$ cat src/rtl/vga_dac_driver.sv
// vga_dac_driver
// VGA output stage: free-running h/v timing generator, pixel request port
// towards the compositor, registered colour bus to the DAC and sync outputs
// delayed to line up with the external DAC pipeline.
// Counters are 10 bits wide, matching req_x/req_y, so H_TOTAL and V_TOTAL
// must not exceed 1024.

module vga_dac_driver #(
    parameter int H_ACTIVE      = 640,
    parameter int H_FP          = 16,
    parameter int H_SYNC        = 96,
    parameter int H_BP          = 48,
    parameter int V_ACTIVE      = 480,
    parameter int V_FP          = 10,
    parameter int V_SYNC        = 2,
    parameter int V_BP          = 33,
    parameter int HSYNC_POL     = 0,
    parameter int VSYNC_POL     = 0,
    parameter int R_BITS        = 5,
    parameter int G_BITS        = 6,
    parameter int B_BITS        = 5,
    parameter int PIXEL_LATENCY = 2,
    parameter int SYNC_DELAY    = 7,
    localparam int CW           = R_BITS + G_BITS + B_BITS
) (
    input  logic          clk,
    input  logic          reset,
    output logic [9:0]    req_x,
    output logic [9:0]    req_y,
    output logic          req_active,
    output logic          frame_start,
    input  logic [CW-1:0] pixel_in,
    input  logic          pixel_valid,
    input  logic [1:0]    mode,
    input  logic [CW-1:0] test_colour,
    input  logic          underflow_clear,
    output logic          underflow_sticky,
    output logic [CW-1:0] hw_colour_bus,
    output logic          hw_hsync_out,
    output logic          hw_vsync_out,
    output logic          hw_dacclk_out
);

    localparam int H_TOTAL = H_ACTIVE + H_FP + H_SYNC + H_BP;
    localparam int V_TOTAL = V_ACTIVE + V_FP + V_SYNC + V_BP;
    localparam int BAR_W   = H_ACTIVE / 8;

    localparam logic [9:0] H_LAST   = 10'(H_TOTAL - 1);
    localparam logic [9:0] V_LAST   = 10'(V_TOTAL - 1);
    localparam logic [9:0] H_ACT    = 10'(H_ACTIVE);
    localparam logic [9:0] V_ACT    = 10'(V_ACTIVE);
    localparam logic [9:0] HS_START = 10'(H_ACTIVE + H_FP);
    localparam logic [9:0] HS_END   = 10'(H_ACTIVE + H_FP + H_SYNC);
    localparam logic [9:0] VS_START = 10'(V_ACTIVE + V_FP);
    localparam logic [9:0] VS_END   = 10'(V_ACTIVE + V_FP + V_SYNC);
    localparam logic [9:0] BAR_LAST = 10'(BAR_W - 1);

    // Pin level when the sync is asserted
    localparam logic HS_ON = (HSYNC_POL != 0) ? 1'b1 : 1'b0;
    localparam logic VS_ON = (VSYNC_POL != 0) ? 1'b1 : 1'b0;

    localparam logic [CW-1:0] BLACK = {CW{1'b0}};

    // Colour-bar pattern: b = 7 - index, each field all ones when its bit is set,
    // giving white, yellow, magenta, red, cyan, green, blue, black left to right.
    function automatic logic [CW-1:0] bar_colour(input logic [2:0] idx);
        logic [2:0] b;
        b = 3'd7 - idx;
        return {{R_BITS{b[2]}}, {G_BITS{b[1]}}, {B_BITS{b[0]}}};
    endfunction

    // Request-side timing state
    logic [9:0] h_r;
    logic [9:0] v_r;
    logic [9:0] bar_cnt_r;
    logic [2:0] bar_idx_r;
    logic [1:0] mode_r;

    // Delay line aligning request-side attributes with pixel_in
    logic       act_dl_r [PIXEL_LATENCY];
    logic       hs_dl_r  [PIXEL_LATENCY];
    logic       vs_dl_r  [PIXEL_LATENCY];
    logic [2:0] bar_dl_r [PIXEL_LATENCY];

    // Output stage: colour register plus sync pin-level pipeline
    logic [CW-1:0]       colour_r;
    logic [SYNC_DELAY:0] hs_pipe_r;
    logic [SYNC_DELAY:0] vs_pipe_r;
    logic                underflow_r;

    logic          h_wrap_s;
    logic          v_wrap_s;
    logic          active_s;
    logic          hs_flag_s;
    logic          vs_flag_s;
    logic          frame_start_s;
    logic          act_al_s;
    logic          hs_al_s;
    logic          vs_al_s;
    logic [2:0]    bar_al_s;
    logic [CW-1:0] colour_s;
    logic          underflow_set_s;

    assign h_wrap_s      = (h_r == H_LAST);
    assign v_wrap_s      = (v_r == V_LAST);
    assign active_s      = (h_r < H_ACT) && (v_r < V_ACT);
    assign hs_flag_s     = (h_r >= HS_START) && (h_r < HS_END);
    assign vs_flag_s     = (v_r >= VS_START) && (v_r < VS_END);
    assign frame_start_s = (h_r == 10'd0) && (v_r == 10'd0);

    // Oldest delay-line stage lines up with the pixel_in currently on the bus
    assign act_al_s = act_dl_r[PIXEL_LATENCY-1];
    assign hs_al_s  = hs_dl_r[PIXEL_LATENCY-1];
    assign vs_al_s  = vs_dl_r[PIXEL_LATENCY-1];
    assign bar_al_s = bar_dl_r[PIXEL_LATENCY-1];

    // Horizontal/vertical counters; v steps and wraps on the h wrap clock
    always_ff @(posedge clk) begin
        if (reset) begin
            h_r <= 10'd0;
            v_r <= 10'd0;
        end else if (h_wrap_s) begin
            h_r <= 10'd0;
            if (v_wrap_s) begin
                v_r <= 10'd0;
            end else begin
                v_r <= v_r + 10'd1;
            end
        end else begin
            h_r <= h_r + 10'd1;
        end
    end

    // Bar index tracks req_x / (H_ACTIVE/8) by counting, restarting every line
    always_ff @(posedge clk) begin
        if (reset) begin
            bar_cnt_r <= 10'd0;
            bar_idx_r <= 3'd0;
        end else if (h_wrap_s) begin
            bar_cnt_r <= 10'd0;
            bar_idx_r <= 3'd0;
        end else if (h_r < H_ACT) begin
            if (bar_cnt_r == BAR_LAST) begin
                bar_cnt_r <= 10'd0;
                bar_idx_r <= bar_idx_r + 3'd1;
            end else begin
                bar_cnt_r <= bar_cnt_r + 10'd1;
            end
        end else begin
            bar_cnt_r <= bar_cnt_r;
        end
    end

    // Mode is only taken at frame start so a frame is never split between modes
    always_ff @(posedge clk) begin
        if (reset) begin
            mode_r <= 2'b11;
        end else if (frame_start_s) begin
            mode_r <= mode;
        end else begin
            mode_r <= mode_r;
        end
    end

    // Shift request attributes PIXEL_LATENCY clocks to meet the returning pixel
    always_ff @(posedge clk) begin
        if (reset) begin
            for (int i = 0; i < PIXEL_LATENCY; i++) begin
                act_dl_r[i] <= 1'b0;
                hs_dl_r[i]  <= 1'b0;
                vs_dl_r[i]  <= 1'b0;
                bar_dl_r[i] <= 3'd0;
            end
        end else begin
            act_dl_r[0] <= active_s;
            hs_dl_r[0]  <= hs_flag_s;
            vs_dl_r[0]  <= vs_flag_s;
            bar_dl_r[0] <= bar_idx_r;
            for (int i = 1; i < PIXEL_LATENCY; i++) begin
                act_dl_r[i] <= act_dl_r[i-1];
                hs_dl_r[i]  <= hs_dl_r[i-1];
                vs_dl_r[i]  <= vs_dl_r[i-1];
                bar_dl_r[i] <= bar_dl_r[i-1];
            end
        end
    end

    // Colour selection and underflow detection for the aligned pixel
    always_comb begin
        colour_s        = BLACK;
        underflow_set_s = 1'b0;
        if (act_al_s) begin
            case (mode_r)
                2'b00: begin
                    if (pixel_valid) begin
                        colour_s = pixel_in;
                    end else begin
                        colour_s        = BLACK;
                        underflow_set_s = 1'b1;
                    end
                end
                2'b01:   colour_s = test_colour;
                2'b10:   colour_s = bar_colour(bar_al_s);
                default: colour_s = BLACK;
            endcase
        end else begin
            colour_s = BLACK;
        end
    end

    // Colour register driving the DAC bus
    always_ff @(posedge clk) begin
        if (reset) begin
            colour_r <= BLACK;
        end else begin
            colour_r <= colour_s;
        end
    end

    // Sync pin levels: stage 0 is in step with the colour register, the
    // remaining SYNC_DELAY stages cover the external DAC pipeline
    always_ff @(posedge clk) begin
        if (reset) begin
            hs_pipe_r <= {(SYNC_DELAY + 1){~HS_ON}};
            vs_pipe_r <= {(SYNC_DELAY + 1){~VS_ON}};
        end else begin
            hs_pipe_r[0] <= hs_al_s ? HS_ON : ~HS_ON;
            vs_pipe_r[0] <= vs_al_s ? VS_ON : ~VS_ON;
            for (int i = 1; i <= SYNC_DELAY; i++) begin
                hs_pipe_r[i] <= hs_pipe_r[i-1];
                vs_pipe_r[i] <= vs_pipe_r[i-1];
            end
        end
    end

    // Sticky underflow flag; a new underflow wins over a coincident clear
    always_ff @(posedge clk) begin
        if (reset) begin
            underflow_r <= 1'b0;
        end else if (underflow_set_s) begin
            underflow_r <= 1'b1;
        end else if (underflow_clear) begin
            underflow_r <= 1'b0;
        end else begin
            underflow_r <= underflow_r;
        end
    end

    assign req_x            = h_r;
    assign req_y            = v_r;
    assign req_active       = active_s;
    assign frame_start      = frame_start_s;
    assign underflow_sticky = underflow_r;
    assign hw_colour_bus    = colour_r;
    assign hw_hsync_out     = hs_pipe_r[SYNC_DELAY];
    assign hw_vsync_out     = vs_pipe_r[SYNC_DELAY];
    assign hw_dacclk_out    = clk;

endmodule

$ cat config.mk
export PLATFORM = sky130hd
export DESIGN_NAME = vga_dac_driver
export DESIGN_NICKNAME = d
export VERILOG_FILES = /design/src/rtl/vga_dac_driver.sv
export SDC_FILE = /design/constraint.sdc
export NUM_CORES = 1
export LEC_CHECK = 0
export BUFFER_PORTS_ARGS = -buffer_cell sky130_fd_sc_hd__buf_2
export CORE_ASPECT_RATIO = 0.8
export CORE_MARGIN = 2
export CORE_UTILIZATION = 30
export CTS_CLUSTER_DIAMETER = 150
export CTS_CLUSTER_SIZE = 24
export DETAILED_ROUTE_END_ITERATION = 16
export GPL_TIMING_DRIVEN = 0
export SYNTH_ARGS = -nofsm -noshare
export SYNTH_HDL_FRONTEND = slang
export SYNTH_SLANG_ARGS = --single-unit
export TNS_END_PERCENT = 100
$ cat constraint.sdc
create_clock -name clk -period 2.01 [get_ports clk]
set_clock_uncertainty 0.2 [all_clocks]
set_input_delay 0.3015 -clock clk [delete_from_list [all_inputs] [get_ports clk]]
set_output_delay 0.3015 -clock clk [all_outputs]
set_load 0.01 [all_outputs]
# --- Word-level counts from Yosys, hierarchy flattened ---
# Memory sizes are Yosys's and may differ from the RTL's.
# Cells that the tools add are included.
classes:
  n_reduce_logical: 11
  n_addsub: 5
  n_eq_ne: 5
  shift: 0
  n_bitwise: 9
  muxes: 22
  n_lt_le_gt_ge: 6
  div_mod_pow: 0
  n_mul: 0
op_table:
  columns: ["op", "n"]
  rows:
  - ["$pmux 16 s3", 1]
  - ["$add 10x1->10 const B", 3]
  - ["$eq 10x10->1 const B", 2]
  - ["$logic_not 10->1", 2]
  - ["$lt 10x10->1 const B", 2]
  - ["$lt 10x9->1 const B", 2]
  - ["$mux 10", 2]
  - ["$mux 1", 16]
  - ["$mux 16", 1]
  - ["$eq 10x7->1 const B", 1]
  - ["$ge 10x10->1 const B", 1]
  - ["$ge 10x9->1 const B", 1]
  - ["$or 1x1->1", 8]
  - ["$mux 3", 2]
  - ["$logic_and 1x1->1", 4]
  - ["$reduce_or 2->1", 2]
  - ["$add 3x1->3 const B", 1]
  - ["$sub 3x3->3 const A", 1]
  - ["$eq 2x1->1 const B", 1]
  - ["$eq 2x2->1 const B", 1]
  - ["$logic_not 2->1", 1]
  - ["$reduce_and 2->1", 1]
  - ["$reduce_bool 2->1", 1]
  - ["$not 1->1", 1]
totals:
  latch_bits: 0
  ramBits: 12
  output_inout_bits: 42
  register_bits: 68
  memories: 4
  mem_bits_ro: 0
memory_table:
  columns: ["memory", "depth", "word_bits", "rd", "rd_clocked_by_memory_dff", "write_ports", "line_no", "text"]
  rows:
  - ["bar_dl_r", 2, 3, 2, 0, 2, "83", "logic [2:0] bar_dl_r [PIXEL_LATENCY];"]
  - ["act_dl_r", 2, 1, 2, 0, 2, "80", "logic act_dl_r [PIXEL_LATENCY];"]
  - ["hs_dl_r", 2, 1, 2, 0, 2, "81", "logic hs_dl_r [PIXEL_LATENCY];"]
  - ["vs_dl_r", 2, 1, 2, 0, 2, "82", "logic vs_dl_r [PIXEL_LATENCY];"]

# --- Depth between registers and ports, before layout ---
depth:
  word_depth: 4
  depth_mapped: 6
  mapped_depth_nobuf: 6

==> metrics.yaml <==
critical_path:
  reg2reg_to: "req_y[7]$_SDFFE_PP0N_"
  timing.critical_path.max_delay_family: "simple AND/OR/NAND/NOR gates"
  worstPathRequired_ps: 1510
  start_kind: "flop"
  worstSetupEndpoint: "frame_start"
  critPathKind: "flop to output port"
  ff2ff_setup_slack_ps: -60
  startpoint: "req_y[4]$_SDFFE_PP0N_"
  max_stage_delay_ps: 390
  cp.arrival_ps: 1630
  path_depth: 4
  crit_chain: "nor4_4, nand2_1, nor2_1, buf_2"
  worstReg2RegStart: "req_x[1]$_SDFF_PP0_"
  crit_path_end_kind: "output port"
  path_max_fanout: 6
  crit_buf_inv: 1
  cpMaxStageDelayCell: "dfxtp_1"
  rr_worst_depth: 7
die:
  core-area_sq_mm: 0.0101
  start_util: 0.305
  dieArea_sq_mm: 0.0111
  io_pins: 80
  die_w_um: 117
  fp-row-count: 33
  die_y_um: 94.8
synth:
  syn_nets: 374
  ys_types: 41
  synth_area_leader_cell: "dfxtp_1"
  ys_async_sr_fraction: 0
  synth_area_sq_mm: 0.00309
  ys_seq_area_frac: 0.518
  syn_inst: 330
  ys.flop_type: "dfxtp_1"
  synth_top_area_frac: 0.518
  synth.avg_cell_area_sq_um: 9.36
  ys_seq_elements: 80
  synth_warnings: 0
  synthTopCellsByArea: "dfxtp_1 52%, nor2_1 5.6%, a221oi_1 4.5%, xnor2_1 4.3%, or2_2 3.0%"
  synth-edff-count: 0
global_routing:
  grt_pass1_wl_um: 13200
  grt_max_degree: 15
  grt-ovfl-total: 0
  grt-busiest-layer: "met2"
  grt_use_met2: 0.233
  antenna_found_initial: 0
  grt_util_met3: 0.0851
  grt.total_usage: 0.153
  grt_pass1_vias: 2761
  grt_util_met1: 0.182
drt:
  first_pass_iters: 4
  vias_per_cell: 4.73
  first_iter_violations: 118
  drc: 0
  num_vias: 2932
  wl_per_cell_um: 13.0
  drtAntennaViolNets: 0
  wl_um: 8060
clocking:
  clkTransAtPathRegs_ps: 60
  clkLatencyLatePin_ps: 450
  cts_tree: "done"
sta:
  setup_violations: 3
  finalCritPeriodShare: 1.06
  slew_violations: 0
  fin_ws_ps: -119
  worstMarginPinSlew_ps: 567
  fmax_ghz: 0.470
  min_period_ps: 2130
  hold_viol_final: 0
  hold_slack_ps: 149
  fin_setup_tns_ps: -237
  max-slew-margin-rel: 0.622
  rsz0062_at_grt: "yes"
place:
  portBuffers: 79
  placed_cells: 549
  dp_hpwl_um: 4980
  gp_congestion: 0.804
pwr:
  combPwrFrac: 0.081
  seqPwrFrac: 0.418
  internal_power_mw: 3.04
  switchingPower_mw: 0.866
  ir_drop_mv: 0.409
  p_per_area_mw_per_mm2: 828
  p_sw_frac: 0.222
  leakagePower_nw: 1.90
  p_clk_frac: 0.501
cells_and_area:
  drive_above_1_share: 0.356
  stdcell_count: 620
  nNetsFinal: 519
  diodes: 0
  area_delta_synth_final_pct: 52.7
  fillers: 911
worst_hold_path:
  min_path_type: "primary input to flop"
  min_from: "reset"
run:
  max-cap-violations: 0
outcome:
  status: "complete, but fails checks"
  violations: "negative setup slack"
[tightest hold or removal path, stage by stage]
cell      delay, ps
buf_2           120
clkinv_1        230
nand2_1          90
[metrics by stage]
step                      instance area (sq um)  setup WS [ps]  power [mW]  utilization
after floorplan                            3090           6.90        1.83            -
after global placement                     3660           -355        1.93        0.362
after detailed placement                   3660           -351        1.94        0.362
after CTS                                  4580           -135        3.93        0.453
after global routing                       4720           -200        4.07        0.466
final                                      4720           -119        3.90        0.466
[flip-flops by register name (all words and copies together), names as in the netlist]
| register | flops |
|---|---|
| req_y | 10 |
| act_dl_r | 2 |
| bar_idx_r | 3 |
| vs_dl_r | 2 |
| hw_colour_bus | 16 |
| bar_dl_r | 6 |
| hs_dl_r | 2 |
| req_x | 10 |
| bar_cnt_r | 10 |
| hs_pipe_r | 8 |
| mode_r | 2 |
| vs_pipe_r | 8 |
| underflow_sticky | 1 |
[power groups by stage]
stage / logic [mW] / registers (mW) / clock network, mW
after global routing: 0.352 / 1.63 / 2.08
after floorplan: 0.125 / 1.67 / 0.0410
final: 0.318 / 1.63 / 1.96
after CTS: 0.294 / 1.63 / 2.01
after global placement: 0.212 / 1.66 / 0.0568
after detailed placement: 0.214 / 1.67 / 0.0568
[cells in the final DEF, fill, tap and decap left out, drive strengths merged, types with 13 or more instances in the layout]
cell and count:
nand2 18, a221oi 16, dfxtp 80, nor2 46, nand3 13, xnor2 15, or2 15, buf 102
clkbuf 21, dlygate4sd3 37
[synth_stat cells (9+ instances only)]
cell       n
a21oi_1   12
a221oi_1  16
clkbuf_1  11
dfxtp_1   80
nand2_1   18
nand3_1   13
nor2_1    46
nor2b_1   11
nor4_1    10
o21ai_0    9
or2_2     15
xnor2_1   15
[layout make-up]
class                      count  area [sq um]  area share
buffer                        14          77.6      0.0164
clock buffer                  14           309      0.0655
clock inverter                 6          67.6      0.0143
inverter                       9          33.8     0.00716
multi-input combinational    225          1540       0.326
sequential                    80          1620       0.344
tap                          140           175      0.0371
timing repair buffer         132           892       0.189
[kinds of logic (layout without fill, tap and decap cells)]
group,after synthesis,count (layout),share of synthesized area
AO/OA/AOI/OAI,45,45,0.0980
XOR/XNOR,19,19,0.0539
adder cells (fa/ha/maj),6,6,0.0243
buffers and inverters,25,175,0.0328
flip-flops,80,80,0.518
multiplexers,1,1,0.00324
AND/OR/NAND/NOR,154,154,0.269
[worst min path at each step]
stage	to	slack, ps	depth (start not counted)
after floorplan	hs_pipe_r[0]$_SDFF_PP1_	140	1
after global placement	vs_pipe_r[0]$_SDFF_PP1_	150	1
after detailed placement	hs_pipe_r[0]$_SDFF_PP1_	160	1
after CTS	vs_pipe_r[0]$_SDFF_PP1_	130	3
after global routing	vs_pipe_r[0]$_SDFF_PP1_	160	3
final	vs_pipe_r[0]$_SDFF_PP1_	150	3
[routing by layer]
layer / wire (um) / share of wire / vias to the layer above
met2: 3540 / 0.44 / 99
met4: 121 / 0.015 / 0
met1: 3720 / 0.46 / 1370
li1: - / - / 1451
met3: 675 / 0.084 / 12
met5: 0 / 0 / -
[timing repair]
action	CTS	global route
endpoints found under the setup margin	30	25
hold buffers	37	0
pin swaps	10	10
endpoints found under the hold margin	20	0
setup buffers	9	9
gates resized for setup	29	28
No activity file was read; power rests on OpenSTA's default activity.
